==> config.mk <==
export PLATFORM = sky130hd
export DESIGN_NAME = matrix_random_fetch_flat
export DESIGN_NICKNAME = d
export VERILOG_FILES = /design/src/rtl/matrix_random_fetch_pkg.sv /design/src/rtl/matrix_random_fetch_if.sv /design/src/rtl/matrix_random_fetch_uart_byte_sender.sv /design/src/rtl/matrix_random_fetch.sv /design/src/flat_wrapper.sv
export SDC_FILE = /design/constraint.sdc
export NUM_CORES = 1
export LEC_CHECK = 0
export ABC_AREA = 0
export ABC_CLOCK_PERIOD_IN_PS = 8100
export CORE_MARGIN = 1
export CORE_UTILIZATION = 29
export DETAILED_ROUTE_END_ITERATION = 6
export GPL_TIMING_DRIVEN = 0
export PLACE_DENSITY = 0.5
export SYNTH_ARGS = -nofsm -noshare
export SYNTH_HDL_FRONTEND = slang
export SYNTH_SLANG_ARGS = --single-unit
==> constraint.sdc <==
create_clock -name clk -period 8.1 [get_ports clk]
set_input_delay 1.62 -clock clk [delete_from_list [all_inputs] [get_ports clk]]
set_output_delay 1.62 -clock clk [all_outputs]
set_load 0.1 [all_outputs]
==> src/rtl/matrix_random_fetch_pkg.sv <==
// Shared definitions for the matrix random-fetch block.
// Holds the state encodings for the fetch FSM and the UART byte sender, the
// ASCII constants used in the printed output, the LFSR tap mask, the default
// largest matrix dimension, and the decimal formatting helpers.
package matrix_random_fetch_pkg;

  localparam int MAX_SIZE = 5;

  localparam logic [7:0] ASCII_HASH = 8'h23;
  localparam logic [7:0] ASCII_E    = 8'h45;
  localparam logic [7:0] ASCII_SP   = 8'h20;
  localparam logic [7:0] ASCII_LF   = 8'h0A;
  localparam logic [7:0] ASCII_0    = 8'h30;

  // x^8 + x^6 + x^5 + x^4 + 1 : feedback from bits 7, 5, 4, 3
  localparam logic [7:0] LFSR_TAPS = 8'hB8;

  typedef enum logic [3:0] {
    ST_IDLE,
    ST_CHECK,
    ST_REDUCE,
    ST_SEND,
    ST_SEND_WAIT,
    ST_SET_ADDR,
    ST_WAIT1,
    ST_WAIT2,
    ST_SAMPLE,
    ST_FAIL,
    ST_DONE
  } fetch_state_t;

  typedef enum logic [1:0] {
    TX_IDLE,
    TX_WAIT_HI,
    TX_WAIT_LO,
    TX_GAP
  } tx_state_t;

  typedef struct packed {
    logic [3:0] h;
    logic [3:0] t;
    logic [3:0] o;
  } dec_t;

  // Up to five bytes of output text; bytes[0] goes out first.
  typedef struct packed {
    logic [4:0][7:0] bytes;
    logic [2:0]      len;
  } line_t;

  function automatic dec_t to_dec(input logic [7:0] v);
    dec_t d;
    d.h = 4'(v / 8'd100);
    d.t = 4'((v % 8'd100) / 8'd10);
    d.o = 4'(v % 8'd10);
    return d;
  endfunction

  // Optional prefix, the value in decimal without leading zeros, then suffix.
  function automatic line_t fmt_line(input logic has_pre, input logic [7:0] pre,
                                     input logic [7:0] v, input logic [7:0] suf);
    line_t      l;
    dec_t       d;
    logic [2:0] n;
    l = '0;
    d = to_dec(v);
    n = 3'd0;
    if (has_pre) begin
      l.bytes[n] = pre;
      n = n + 3'd1;
    end
    if (d.h != 4'd0) begin
      l.bytes[n] = ASCII_0 + {4'd0, d.h};
      n = n + 3'd1;
    end
    if (d.h != 4'd0 || d.t != 4'd0) begin
      l.bytes[n] = ASCII_0 + {4'd0, d.t};
      n = n + 3'd1;
    end
    l.bytes[n] = ASCII_0 + {4'd0, d.o};
    n = n + 3'd1;
    l.bytes[n] = suf;
    n = n + 3'd1;
    l.len = n;
    return l;
  endfunction

endpackage

==> src/rtl/matrix_random_fetch_if.sv <==
// Bus bundle for matrix_random_fetch: start/status handshake, storage read
// port and UART transmitter port.
//   master : the fetch block (drives status, storage address, UART request)
//   slave  : the surrounding system (drives start/scale, read data, UART busy)
interface matrix_random_fetch_if #(
  parameter int CNT_WIDTH  = 5,
  parameter int DATA_WIDTH = 8
) ();
  logic                  start_req;
  logic [2:0]            in_r;
  logic [2:0]            in_c;
  logic [CNT_WIDTH-1:0]  in_cnt;
  logic                  busy;
  logic                  done;
  logic                  err;
  logic [CNT_WIDTH-1:0]  sel_idx;
  logic [2:0]            st_rd_r;
  logic [2:0]            st_rd_c;
  logic [CNT_WIDTH-1:0]  st_rd_idx;
  logic [2:0]            st_rd_i;
  logic [2:0]            st_rd_j;
  logic [DATA_WIDTH-1:0] st_rd_data;
  logic                  uart_tx_busy;
  logic                  uart_tx_start;
  logic [7:0]            uart_tx_data;

  modport master (
    input  start_req, in_r, in_c, in_cnt, st_rd_data, uart_tx_busy,
    output busy, done, err, sel_idx, st_rd_r, st_rd_c, st_rd_idx, st_rd_i,
           st_rd_j, uart_tx_start, uart_tx_data
  );

  modport slave (
    output start_req, in_r, in_c, in_cnt, st_rd_data, uart_tx_busy,
    input  busy, done, err, sel_idx, st_rd_r, st_rd_c, st_rd_idx, st_rd_i,
           st_rd_j, uart_tx_start, uart_tx_data
  );
endinterface

==> src/rtl/matrix_random_fetch_uart_byte_sender.sv <==
// One-byte handshake with the shared UART transmitter.
// Ports:
//   clk, rst_n           clock, async active-low reset
//   send, send_byte      request (one cycle) and byte to transmit
//   uart_tx_busy         transmitter busy
//   uart_tx_start        send request, held until the transmitter finishes
//   uart_tx_data         byte, stable while uart_tx_start is high
//   sent                 one-cycle pulse after the gap cycle
module uart_byte_sender
  import matrix_random_fetch_pkg::*;
(
  input  logic       clk,
  input  logic       rst_n,
  input  logic       send,
  input  logic [7:0] send_byte,
  input  logic       uart_tx_busy,
  output logic       uart_tx_start,
  output logic [7:0] uart_tx_data,
  output logic       sent
);

  tx_state_t state;

  always_ff @(posedge clk or negedge rst_n) begin
    if (!rst_n) begin
      state         <= TX_IDLE;
      uart_tx_start <= 1'b0;
      uart_tx_data  <= 8'd0;
      sent          <= 1'b0;
    end else begin
      sent <= 1'b0;
      unique case (state)
        TX_IDLE: begin
          if (send) begin
            uart_tx_data  <= send_byte;
            uart_tx_start <= 1'b1;
            state         <= TX_WAIT_HI;
          end
        end
        TX_WAIT_HI: begin
          if (uart_tx_busy) state <= TX_WAIT_LO;
        end
        TX_WAIT_LO: begin
          if (!uart_tx_busy) begin
            uart_tx_start <= 1'b0;
            state         <= TX_GAP;
          end
        end
        TX_GAP: begin
          sent  <= 1'b1;
          state <= TX_IDLE;
        end
        default: state <= TX_IDLE;
      endcase
    end
  end

endmodule

==> src/rtl/matrix_random_fetch.sv <==
// Picks one stored matrix of the selected scale pseudo-randomly, reads its
// elements from storage and prints it as decimal text over the UART.
// Ports:
//   clk, rst_n   clock, async active-low reset
//   bus          matrix_random_fetch_if.master: start_req/in_r/in_c/in_cnt in,
//                busy/done/err/sel_idx out, storage read address out and data
//                in, UART start/data out and busy in
//
// state        | meaning
// -------------+------------------------------------------------------------
// ST_IDLE      | wait for start_req, latch scale, count and LFSR
// ST_CHECK     | validate scale and count
// ST_REDUCE    | repeated subtraction: value mod cnt, then build header line
// ST_SEND      | hand the next byte of line_q to the byte sender
// ST_SEND_WAIT | wait for the byte sender, then next byte or nxt state
// ST_SET_ADDR  | storage address valid (loaded on entry)
// ST_WAIT1/2   | storage read latency
// ST_SAMPLE    | capture element, build its text line, advance i/j
// ST_FAIL      | build the "E\n" line
// ST_DONE      | drop busy, pulse done, report err
module matrix_random_fetch #(
  parameter int         MAX_SIZE   = matrix_random_fetch_pkg::MAX_SIZE,
  parameter int         CNT_WIDTH  = 5,
  parameter int         DATA_WIDTH = 8,
  parameter logic [7:0] LFSR_SEED  = 8'hA5
) (
  input  logic                  clk,
  input  logic                  rst_n,
  matrix_random_fetch_if.master bus
);
  import matrix_random_fetch_pkg::*;

  fetch_state_t          state, nxt;
  logic [7:0]            lfsr;
  logic [7:0]            val;
  logic [2:0]            r_q, c_q, i_q, j_q, pos;
  logic [CNT_WIDTH-1:0]  cnt_q;
  line_t                 line_q;
  logic                  fail_q;
  logic                  busy_q, done_q, err_q;
  logic [CNT_WIDTH-1:0]  sel_q;
  logic [2:0]            rd_r, rd_c, rd_i, rd_j;
  logic [CNT_WIDTH-1:0]  rd_idx;
  logic                  send;
  logic [7:0]            send_byte;
  logic                  sent;
  logic [DATA_WIDTH-1:0] rd_data;
  logic                  bad_input;
  logic                  last_col;

  assign rd_data   = bus.st_rd_data;
  assign bad_input = (r_q == 3'd0) || (r_q > 3'(MAX_SIZE)) ||
                     (c_q == 3'd0) || (c_q > 3'(MAX_SIZE)) ||
                     (cnt_q == '0);
  assign last_col  = (j_q == c_q - 3'd1);

  // Free-running; a start simply snapshots whatever value it holds.
  always_ff @(posedge clk or negedge rst_n) begin
    if (!rst_n) lfsr <= LFSR_SEED;
    else        lfsr <= {lfsr[6:0], ^(lfsr & LFSR_TAPS)};
  end

  always_ff @(posedge clk or negedge rst_n) begin
    if (!rst_n) begin
      state     <= ST_IDLE;
      nxt       <= ST_IDLE;
      val       <= 8'd0;
      r_q       <= 3'd0;
      c_q       <= 3'd0;
      i_q       <= 3'd0;
      j_q       <= 3'd0;
      pos       <= 3'd0;
      cnt_q     <= '0;
      line_q    <= '0;
      fail_q    <= 1'b0;
      busy_q    <= 1'b0;
      done_q    <= 1'b0;
      err_q     <= 1'b0;
      sel_q     <= '0;
      rd_r      <= 3'd1;
      rd_c      <= 3'd1;
      rd_i      <= 3'd0;
      rd_j      <= 3'd0;
      rd_idx    <= '0;
      send      <= 1'b0;
      send_byte <= 8'd0;
    end else begin
      send   <= 1'b0;
      done_q <= 1'b0;
      unique case (state)
        ST_IDLE: begin
          // done_q high means this is the completion cycle: starts are dropped
          if (bus.start_req && !done_q) begin
            r_q    <= bus.in_r;
            c_q    <= bus.in_c;
            cnt_q  <= bus.in_cnt;
            val    <= lfsr;
            busy_q <= 1'b1;
            err_q  <= 1'b0;
            fail_q <= 1'b0;
            sel_q  <= '0;
            state  <= ST_CHECK;
          end
        end
        ST_CHECK: state <= bad_input ? ST_FAIL : ST_REDUCE;
        ST_REDUCE: begin
          if (val >= 8'(cnt_q)) begin
            val <= val - 8'(cnt_q);
          end else begin
            sel_q  <= CNT_WIDTH'(val + 8'd1);
            line_q <= fmt_line(1'b1, ASCII_HASH, val + 8'd1, ASCII_LF);
            pos    <= 3'd0;
            i_q    <= 3'd0;
            j_q    <= 3'd0;
            nxt    <= ST_SET_ADDR;
            state  <= ST_SEND;
          end
        end
        ST_SEND: begin
          send      <= 1'b1;
          send_byte <= line_q.bytes[pos];
          state     <= ST_SEND_WAIT;
        end
        ST_SEND_WAIT: begin
          if (sent) begin
            if (pos == line_q.len - 3'd1) begin
              state <= nxt;
              // Address is loaded on entry so it is already valid in SET_ADDR.
              if (nxt == ST_SET_ADDR) begin
                rd_r   <= r_q;
                rd_c   <= c_q;
                rd_idx <= sel_q;
                rd_i   <= i_q;
                rd_j   <= j_q;
              end
            end else begin
              pos   <= pos + 3'd1;
              state <= ST_SEND;
            end
          end
        end
        ST_SET_ADDR: state <= ST_WAIT1;
        ST_WAIT1:    state <= ST_WAIT2;
        ST_WAIT2:    state <= ST_SAMPLE;
        ST_SAMPLE: begin
          line_q <= fmt_line(1'b0, ASCII_0, 8'(rd_data), last_col ? ASCII_LF : ASCII_SP);
          pos    <= 3'd0;
          state  <= ST_SEND;
          if (last_col) begin
            j_q <= 3'd0;
            i_q <= i_q + 3'd1;
            nxt <= (i_q == r_q - 3'd1) ? ST_DONE : ST_SET_ADDR;
          end else begin
            j_q <= j_q + 3'd1;
            nxt <= ST_SET_ADDR;
          end
        end
        ST_FAIL: begin
          line_q <= {24'd0, ASCII_LF, ASCII_E, 3'd2};
          pos    <= 3'd0;
          fail_q <= 1'b1;
          nxt    <= ST_DONE;
          state  <= ST_SEND;
        end
        ST_DONE: begin
          busy_q <= 1'b0;
          done_q <= 1'b1;
          err_q  <= fail_q;
          state  <= ST_IDLE;
        end
        default: state <= ST_IDLE;
      endcase
    end
  end

  uart_byte_sender u_sender (
    .clk           (clk),
    .rst_n         (rst_n),
    .send          (send),
    .send_byte     (send_byte),
    .uart_tx_busy  (bus.uart_tx_busy),
    .uart_tx_start (bus.uart_tx_start),
    .uart_tx_data  (bus.uart_tx_data),
    .sent          (sent)
  );

  assign bus.busy      = busy_q;
  assign bus.done      = done_q;
  assign bus.err       = err_q;
  assign bus.sel_idx   = sel_q;
  assign bus.st_rd_r   = rd_r;
  assign bus.st_rd_c   = rd_c;
  assign bus.st_rd_idx = rd_idx;
  assign bus.st_rd_i   = rd_i;
  assign bus.st_rd_j   = rd_j;

endmodule

==> src/flat_wrapper.sv <==
// flat-port wrapper written by rule: the top's interface ports become plain ports
module matrix_random_fetch_flat import matrix_random_fetch_pkg::*;
#(
  parameter int         MAX_SIZE   = matrix_random_fetch_pkg::MAX_SIZE,
  parameter int         CNT_WIDTH  = 5,
  parameter int         DATA_WIDTH = 8,
  parameter logic [7:0] LFSR_SEED  = 8'hA5
)
  (clk, rst_n, bus_start_req, bus_in_r, bus_in_c, bus_in_cnt, bus_st_rd_data, bus_uart_tx_busy, bus_busy, bus_done, bus_err, bus_sel_idx, bus_st_rd_r, bus_st_rd_c, bus_st_rd_idx, bus_st_rd_i, bus_st_rd_j, bus_uart_tx_start, bus_uart_tx_data);
  matrix_random_fetch_if #(.CNT_WIDTH(CNT_WIDTH), .DATA_WIDTH(DATA_WIDTH)) bus_i ();
  input  logic clk;
  input  logic rst_n;
  input wire logic [$bits(bus_i.start_req)-1:0] bus_start_req;
  input wire logic [$bits(bus_i.in_r)-1:0] bus_in_r;
  input wire logic [$bits(bus_i.in_c)-1:0] bus_in_c;
  input wire logic [$bits(bus_i.in_cnt)-1:0] bus_in_cnt;
  input wire logic [$bits(bus_i.st_rd_data)-1:0] bus_st_rd_data;
  input wire logic [$bits(bus_i.uart_tx_busy)-1:0] bus_uart_tx_busy;
  output wire logic [$bits(bus_i.busy)-1:0] bus_busy;
  output wire logic [$bits(bus_i.done)-1:0] bus_done;
  output wire logic [$bits(bus_i.err)-1:0] bus_err;
  output wire logic [$bits(bus_i.sel_idx)-1:0] bus_sel_idx;
  output wire logic [$bits(bus_i.st_rd_r)-1:0] bus_st_rd_r;
  output wire logic [$bits(bus_i.st_rd_c)-1:0] bus_st_rd_c;
  output wire logic [$bits(bus_i.st_rd_idx)-1:0] bus_st_rd_idx;
  output wire logic [$bits(bus_i.st_rd_i)-1:0] bus_st_rd_i;
  output wire logic [$bits(bus_i.st_rd_j)-1:0] bus_st_rd_j;
  output wire logic [$bits(bus_i.uart_tx_start)-1:0] bus_uart_tx_start;
  output wire logic [$bits(bus_i.uart_tx_data)-1:0] bus_uart_tx_data;
  assign bus_i.start_req = bus_start_req;
  assign bus_i.in_r = bus_in_r;
  assign bus_i.in_c = bus_in_c;
  assign bus_i.in_cnt = bus_in_cnt;
  assign bus_i.st_rd_data = bus_st_rd_data;
  assign bus_i.uart_tx_busy = bus_uart_tx_busy;
  assign bus_busy = bus_i.busy;
  assign bus_done = bus_i.done;
  assign bus_err = bus_i.err;
  assign bus_sel_idx = bus_i.sel_idx;
  assign bus_st_rd_r = bus_i.st_rd_r;
  assign bus_st_rd_c = bus_i.st_rd_c;
  assign bus_st_rd_idx = bus_i.st_rd_idx;
  assign bus_st_rd_i = bus_i.st_rd_i;
  assign bus_st_rd_j = bus_i.st_rd_j;
  assign bus_uart_tx_start = bus_i.uart_tx_start;
  assign bus_uart_tx_data = bus_i.uart_tx_data;
  matrix_random_fetch #(.MAX_SIZE(MAX_SIZE), .CNT_WIDTH(CNT_WIDTH), .DATA_WIDTH(DATA_WIDTH), .LFSR_SEED(LFSR_SEED)) u_core (.clk(clk), .rst_n(rst_n), .bus(bus_i));
endmodule
======== Yosys cells after proc, flatten, opt, wreduce, memory -nomap -nowiden ========
Cells that the tools add are included.
W data, S select, Z words.
cells by class
  reductions and logical operators ........ 47
  muxes and demuxes ....................... 88
  bitwise logic cells ..................... 3
  divide/modulo/power cells ............... 8
  equal/unequal tests ..................... 26
  $add $sub $neg .......................... 21
  $lt $le $gt $ge ......................... 18
operators by type and width
  operator               number
  $mux W40               8
  $bwmux W40             6
  $demux W8 S3           7
  $pmux W43 S3           1
  $mux W8                14
  $mux W3                16
  $mux W43               1
  $add A6 B4 Y7 const A  6
  $pmux W4 S9            1
  $lt A3 B4 Y1 const B   8
  $mux W4                8
  $add A3 B1 Y3 const B  10
  $and A30 B30 Y30       1
  $not A30 Y30           1
  $bmux W8 S3            1
  $ge A3 B1 Y1 const B   7
  $eq A4 B3 Y1 const B   5
  $reduce_and A3 Y1      6
  $div A8 B4 Y8 const B  2
  $div A8 B7 Y8 const B  2
  $mod A8 B4 Y8 const B  2
  $mod A8 B7 Y8 const B  2
  $pmux W8 S2            1
  $reduce_bool A4 Y1     4
  other kinds (37)       91
word-level totals
  flip-flop bits (word level) ............. 134
  output and inout port bits .............. 34
  input port bits ......................... 23

======== Longest topological paths before layout ========
Gate-level depths: netlist of the first run.
  depth after elaboration ................. 20
  mapped depth ............................ 20
  gate-level depth less buffers ........... 18

======== Cells and area by module ========
Synthesis of the first run repeated with hierarchy kept, for this count alone.
unflattened totals
  cells, all modules ...................... 917
  area, all modules ....................... 8255.4 um2
by module, submodules not included
  module               instances  cells each  seq. area each (um2)  area an instance (um2)
  matrix_random_fetch  1          879         2660.1                7713.6
  uart_byte_sender     1          38          300.3                 541.8

======== Least setup slack after synthesis of the first run ========
Ideal clock, no wire load.
  path kind ............................... input to register
  start point ............................. in bus_st_rd_data[3]
  end point ............................... reg u_core.line_q[1] in the netlist's numbering
  path slack .............................. 3722 ps
  stages .................................. 12
  setup time .............................. 132 ps
  path buffers ............................ 1
  arrival ................................. 4246 ps
  data required time ...................... 7968 ps
  path through ............................ clkbuf_1 -> or3_1 -> a32oi_1 -> xnor2_1 -> maj3_1 -> a21oi_1 -> nand2_1 -> o21ai_0 -> o21ai_0 -> ha_1 -> nor2_1 -> a21oi_1
on the way
  longest elaborated chain between the ends .. 10
  elaborated cells between the ends (all ways) .. 14
  those cells by class .................... 3 x add/sub; 3 x div; 5 x mux; 3 x reduce/logical
RTL lines
  element                                                RTL line                       source
  start, declared                                        flat_wrapper.sv:17             input wire logic [$bits(bus_i.st_rd_data)-1:0] bus_st_rd_data;
  branches (longest 5 deep; another with $mod A8 B7 Y8)  n/a
  $mux W3 (*)                                            matrix_random_fetch_pkg.sv:76  if (d.h != 4'd0 || d.t != 4'd0) begin
  $mux W3 (*)                                            matrix_random_fetch.sv:90      unique case (state)
  $add A3 B1 Y3 (*)                                      matrix_random_fetch_pkg.sv:81  n = n + 3'd1;
  $add A3 B1 Y3 (*)                                      matrix_random_fetch_pkg.sv:83  n = n + 3'd1;
  $pmux W43 S3 (*)                                       matrix_random_fetch.sv:90
  end signal, assigned                                   matrix_random_fetch.sv:111     line_q <= fmt_line(1'b1, ASCII_HASH, val + 8'd1, ASCII_LF);
  end signal, assigned                                   matrix_random_fetch.sv:146     line_q <= fmt_line(1'b0, ASCII_0, 8'(rd_data), last_col ? ASCII_LF : ASCII_SP);
  end signal, assigned                                   matrix_random_fetch.sv:159     line_q <= {24'd0, ASCII_LF, ASCII_E, 3'd2};
  end, declared                                          matrix_random_fetch.sv:38      line_t line_q;
Mark *: on every way between the ends. The select of a mux whose other input is x is not followed.
A chain may end at the register's enable or synchronous reset.

======== Worst setup path after layout of the first run ========
  start point ............................. in bus_st_rd_data[5]
  end point ............................... reg u_core.line_q[14] in the netlist's numbering
on the way
  longest elaborated chain between the ends .. 14
  elaborated cells between the ends (all ways) .. 36
  those cells by class .................... 4 x add/sub; 4 x div; 6 x order compare; 16 x mux; 6 x reduce/logical
RTL lines
  element                                                 RTL line                       source
  branches (longest 12 deep; another with $mod A8 B7 Y8)  n/a
  $bwmux W40 (*)                                          matrix_random_fetch_pkg.sv:82  l.bytes[n] = suf;
  $pmux W43 S3 (*)                                        matrix_random_fetch.sv:90
Marks and branches as above.

==> impl_metrics.toml, run 1 <==
[status]
outcome = "finished clean"

[clock_network]
cts-root-buf = "clkbuf_16"
clk_latency_ns = 0.43
h-tree-depth = 4
clock_path_buffers = 2
cts_resized = 0
numCtsBuffers = 17
cts_tree = "done"
clkSinkCount = 117
ctsHoldBuffers = 0
cts.clk_slew.worst_paths_ns = 0.06
post_cts_buffers = 0

[synth]
async_flop_share = 1.00
syn_area_sq_mm = 0.00771
postSynthNetCount = 883
synth_edf_count = 0
synth_cell_type_count = 98
synth-seq-area-share = 0.381
syn_avg_cell_area_sq_um = 9.23
synth.ff_latch_count = 117
syn_inst = 835
synth_flop_cell = "dfrtp_1"
yosysWarnings = 0

[sta]
whs_ns = 0.386
fin_skew_ns = 0.0115
max_freq_mhz = 198
grt_setup_unrepaired = "no"
fin_crit_sh = 0.624
fin_tns_setup_ns = 0
slew_headroom = 0.212
finalSetupViolCount = 0
tightest_slew_ns = 1.17
layout_min_cycle_time_ns = 5.05
drv_slew = 0
hold_viol_final = 0
worst_slack_ns = 3.05

[worst_setup_path]
timing.rr.end = "u_core.line_q[12]"
worstPathRequired_ns = 8.37
cp_max_fo = 8
crit_path_top_delay_cell = "a2111oi_0"
crit_type = "in -> reg"
rr_worst_depth = 18
r2r-start = "u_core.val[0]"
slowest_delay_ns = 0.67
ff2ff_setup_slack_ns = 3.11
crit_path_end_kind = "register"
start_kind = "input pin"
crit_chain = "clkdlybuf4s50_1, inv_1, maj3_1, a32oi_1, a21oi_1, nor3b_1, maj3_1, a21oi_1, nor2_1, xor2_1, a2111oi_0, o21ai_0"
worstPathArrival_ns = 5.33

[route]
via_per_inst = 5.30
drt_iter0_markers = 504
drt_wl_total_um = 21200
ant_nets = 0
wl_per_cell_um = 16.8
drc = 0
dr_total_vias = 6670
first_pass_iters = 5

[power_and_ir_drop]
cellLeakagePower_nw = 3.92
peakVddDrop_mv = 0.258
power_density_mw_per_mm2 = 461

[finish]
layoutNonFillerInstCount = 1258
diodes = 0
fillCellCount = 2663
fin_nets = 958
area_growth_pct = 21.1
layout-drive-gt1-share = 0.141

[flow_run]
max_cap_violations = 0

[global_route]
gr-usage-met1 = 0.225
antenna_found_initial = 1
overflow = 0
gr-usage-all-layers = 0.164
grtUsageMet2 = 0.262
grt_pass1_vias = 6430
grt_pass1_wl_um = 34900
grtUsageMet3 = 0.0276
grt-busiest-layer = "met2"
grt_max_degree = 95

[floorplanning]
core_area_sq_mm = 0.0261
dieArea_sq_mm = 0.0272
die_h_um = 165
die_w_um = 165
num_rows = 59
ioPinCount = 57
initial_core_util = 0.296

[placed_design]
dp_cells = 1226
dp_slack_ns = 2.63
globalplace.congestion = 0.844
port_buffers = 54
hpwl_um = 15400

[hold_path]
hold_path.class = "reg -> reg"
worstHoldStart = "u_core.lfsr[6]"
whs_path_depth = 0
whs_endpoint = "u_core.lfsr[7]"
Yosys cell counts (10+ instances only):
cell type,number,area share
dfrtp_1,111,0.36
nand2_1,83,0.040
o21ai_0,70,0.045
nor2_1,65,0.032
a21oi_1,51,0.033
mux2_2,36,0.053
clkbuf_1,32,0.016
inv_1,26,0.013
ha_1,24,0.039
nand3_1,22,0.014
xnor2_1,21,0.024
nor3_1,18,0.012
nand2b_1,16,0.013
and3_1,14,0.011
xor2_1,12,0.014
a31oi_1,11,0.0089
o22ai_1,11,0.0089
o21a_1,10,0.0097
where the power goes:
group,switching (W),internal (W)
logic,0.00160,0.000951
clock network,0.000317,0.000502
registers,0.000156,0.000778
cells in the final DEF (no fill, tap or decap), drive strengths merged, types with 18 or more instances in the layout:
| cell type | Yosys | layout |
|---|---|---|
| inv | 26 | 33 |
| mux2 | 36 | 36 |
| clkdlybuf4s50 | 0 | 53 |
| nor2 | 66 | 66 |
| o21ai | 73 | 73 |
| xnor2 | 22 | 22 |
| nand3 | 22 | 22 |
| a21oi | 51 | 51 |
| nand2 | 84 | 84 |
| clkbuf | 33 | 51 |
| nor3 | 18 | 18 |
| dfrtp | 111 | 111 |
| ha | 24 | 24 |
cells by family after synthesis:
group,after synthesis,share of synthesized area
simple gates,281,0.186
flops,117,0.381
buf+inv,73,0.0464
fa+ha+maj,28,0.0454
xor+xnor,34,0.0396
mux,48,0.0779
compound gates,253,0.224
other cells,1,0.000486
worst max-delay path by stage:
stage                       from                 to
6_report       bus_st_rd_data[5]  u_core.line_q[14]
5_1_grt        bus_st_rd_data[4]  u_core.line_q[14]
4_1_cts        bus_st_rd_data[5]  u_core.line_q[14]
3_5_place_dp   bus_st_rd_data[5]  u_core.line_q[14]
3_3_place_gp               rst_n     u_core.lfsr[6]
2_1_floorplan  bus_st_rd_data[3]   u_core.line_q[1]
metrics by stage:
stage,instance area [sq um],utilization,power [W]
2_1_floorplan,7710,-,0.00287
3_3_place_gp,8670,0.333,0.00346
3_5_place_dp,8710,0.334,0.00346
4_1_cts,9340,0.358,0.00430
5_1_grt,9340,0.358,0.00462
6_report,9340,0.358,0.00430
layer usage:
metal / vias to the layer above / share of wire
met3: 20 / 0.039
met5: - / 0.00061
met2: 156 / 0.46
met1: 3269 / 0.48
met4: 2 / 0.014
li1: 3223 / -
area by class of cell:
type,count,area (sq um),share of cell area
repair buffers,56,577,0.0618
multi-input cells,645,4420,0.473
flip-flops and latches,117,2940,0.314
inverters,26,97.6,0.0105
clock buffers,18,439,0.0470
plain buffers,47,260,0.0279
well taps,335,419,0.0449
clock inverters,14,189,0.0202
state kept, by name, summed over array words and instances, names as in the netlist, 5 cells and up:
signal                        flops
u_core.u_sender.uart_tx_data      7
u_core.cnt_q                      5
u_core.lfsr                       8
u_core.val                        8
u_core.bus.sel_idx                5
u_core.send_byte                  7
u_core.bus.st_rd_idx              5
u_core.line_q                    30
critical path: cells and delay by family:
kind | cells | cell delay, ns
compound gates | 5 | 1.32
simple gates | 2 | 0.80
buf+inv | 2 | 0.76
fa+ha+maj | 2 | 0.70
xor+xnor | 1 | 0.12
Note: power is estimated with default switching activity, not from simulation.
==> inputs of run 2 (changes only) <==
--- a/config.mk
+++ b/config.mk
@@ -6,7 +6,7 @@
 export NUM_CORES = 1
 export LEC_CHECK = 0
 export ABC_AREA = 0
-export ABC_CLOCK_PERIOD_IN_PS = 8100
+export ABC_CLOCK_PERIOD_IN_PS = 5200
 export CORE_MARGIN = 1
 export CORE_UTILIZATION = 29
 export DETAILED_ROUTE_END_ITERATION = 6
==> constraint.sdc (replaced) <==
create_clock -name clk -period 5.2 [get_ports clk]
set_input_delay 1.04 -clock clk [delete_from_list [all_inputs] [get_ports clk]]
set_output_delay 1.04 -clock clk [all_outputs]
set_load 0.1 [all_outputs]
==> impl_metrics.toml, run 2 (synthesized netlist as in run 1, its figures left out) <==
[clock_network]
clk_latency_ns = 0.43
cts_tree = "done"
ctsHoldBuffers = 0
cts-root-buf = "clkbuf_16"
clkSinkCount = 117
numCtsBuffers = 17
cts.clk_slew.worst_paths_ns = 0.06
h-tree-depth = 4
clock_path_buffers = 2

[global_route]
grt_max_degree = 95
gr-usage-all-layers = 0.164
grt_pass1_vias = 6430
antenna_found_initial = 1
overflow = 0
grt_pass1_wl_um = 34900

[finish]
top_regs = "u_core.line_q: 30 flops, u_core.lfsr: 8 flops, u_core.val: 8 flops"
largest-register = "u_core.line_q"
layout-drive-gt1-share = 0.142
fillCellCount = 2662
final_cell_mix = "111 x dfrtp_1, 83 x nand2_1, 69 x o21ai_0"
largest_reg_flops = 30
layoutNonFillerInstCount = 1258
final_area_sq_mm = 0.00934
final_common_cell = "dfrtp_1"
area_growth_pct = 21.2
fin_nets = 958
diodes = 0

[route]
wl_met3_um = 887
drc = 0
drt_wl_total_um = 21100
ant_nets = 0
wl_per_cell_um = 16.8
first_pass_iters = 5
wl_met1_um = 10200
drt_iter0_markers = 539
dr_total_vias = 6682
via_per_inst = 5.31
route.met2.wl_um = 9760
top_layer = "met5"

[worst_setup_path]
cp_max_fo = 10
critical_path.top_delay_family = "compound AO/OA/AOI/OAI gates"
path_buf_inv = 1
crit_path_end_kind = "register"
worstPathRequired_ns = 5.47
slowest_delay_ns = 0.59
crit_chain = "ha_1, buf_6, nand3_1, or3_4, nand2_2, a31oi_1, o21ai_1, a2111oi_1, or4_4, nor3_1, o21a_1, xnor2_1, ha_1, a21oi_1, o21a_1, o311a_1, a211o_1, a211oi_2, a22oi_1"
worstPathArrival_ns = 5.07
crit_path_top_delay_cell = "or4_4"
start_kind = "register"
crit_type = "reg -> reg"

[sta]
slew_headroom = 0.208
max_freq_mhz = 208
grt_setup_unrepaired = "no"
fin_skew_ns = 0.0114
layout_min_cycle_time_ns = 4.80
hold_viol_final = 0
whs_ns = 0.387
drv_slew = 0
worst_slack_ns = 0.399
finalSetupViolCount = 0
fin_crit_sh = 0.923
tightest_slew_ns = 1.18

[floorplanning]
dieArea_sq_mm = 0.0272
core_area_sq_mm = 0.0261
num_rows = 59
die_h_um = 165
initial_core_util = 0.296
ioPinCount = 57
die_w_um = 165

[power_and_ir_drop]
power_density_mw_per_mm2 = 718
peakVddDrop_mv = 0.402
cellLeakagePower_nw = 3.92

[placed_design]
globalplace.congestion = 0.844
dp_cells = 1226
placed_area_sq_mm = 0.00871
dp_slack_ns = 0.220
hpwl_um = 15400
port_buffers = 54

[flow_run]
max_cap_violations = 0

[hold_path]
hold_path.class = "reg -> reg"

[status]
outcome = "finished clean"
-- run 2: cell counts in the layout (fill, tap and decap cells not counted) --
No cell type changed its count.
-- run 2: power breakdown --
group	switching (W)	total [W]	internal (W)
logic	0.00249	0.00397	0.00148
registers	0.000243	0.00145	0.00121
clock network	0.000495	0.00128	0.000782
total	0.00323	0.00670	0.00348
-- run 2: final timing paths --
check                          startpoint  depth (start not counted)                         endpoint  slack, ns
max                         u_core.val[0]                         19                u_core.line_q[20]       0.40
min                        u_core.lfsr[6]                          0                   u_core.lfsr[7]       0.39
max reg2reg                 u_core.val[0]                         19                u_core.line_q[20]       0.40
min reg2reg                u_core.lfsr[6]                          0                   u_core.lfsr[7]       0.39
max in group asynchronous           rst_n                          2                    u_core.pos[1]       3.93
min in group asynchronous           rst_n                          1  u_core.u_sender.uart_tx_data[4]       0.47
-- run 2: area by class of cell --
| type | count | area, sq um | share of cell area |
|---|---|---|---|
| Multi-Input combinational cell | 645 | 4420 | 0.473 |
| Sequential cell | 117 | 2940 | 0.314 |
| Timing Repair Buffer | 56 | 577 | 0.0618 |
| Clock buffer | 18 | 439 | 0.0470 |
| Tap cell | 335 | 419 | 0.0449 |
| Buffer | 47 | 262 | 0.0280 |
| Clock inverter | 14 | 189 | 0.0202 |
| Inverter | 26 | 97.6 | 0.0104 |
-- run 2: per-layer routing --
layer  vias up  global-route usage
li1       3222                   -
met1      3267               0.225
met2       171               0.262
met3        20              0.0276
met4         2              0.0500
met5         -                   0
-- run 2: what timing repair did --
item,in CTS,in global routing
setup buffers,0,0
setup endpoints to repair,0,2
resized for setup,0,3
-- run 2: through the flow --
stage               utilization  TNS [ns]  power, W
floorplan                     -         0   0.00447
global placement          0.333   -194.47   0.00539
detailed placement        0.334         0   0.00539
finish                    0.358         0   0.00670
global route              0.358         0   0.00720
CTS                       0.358         0   0.00671
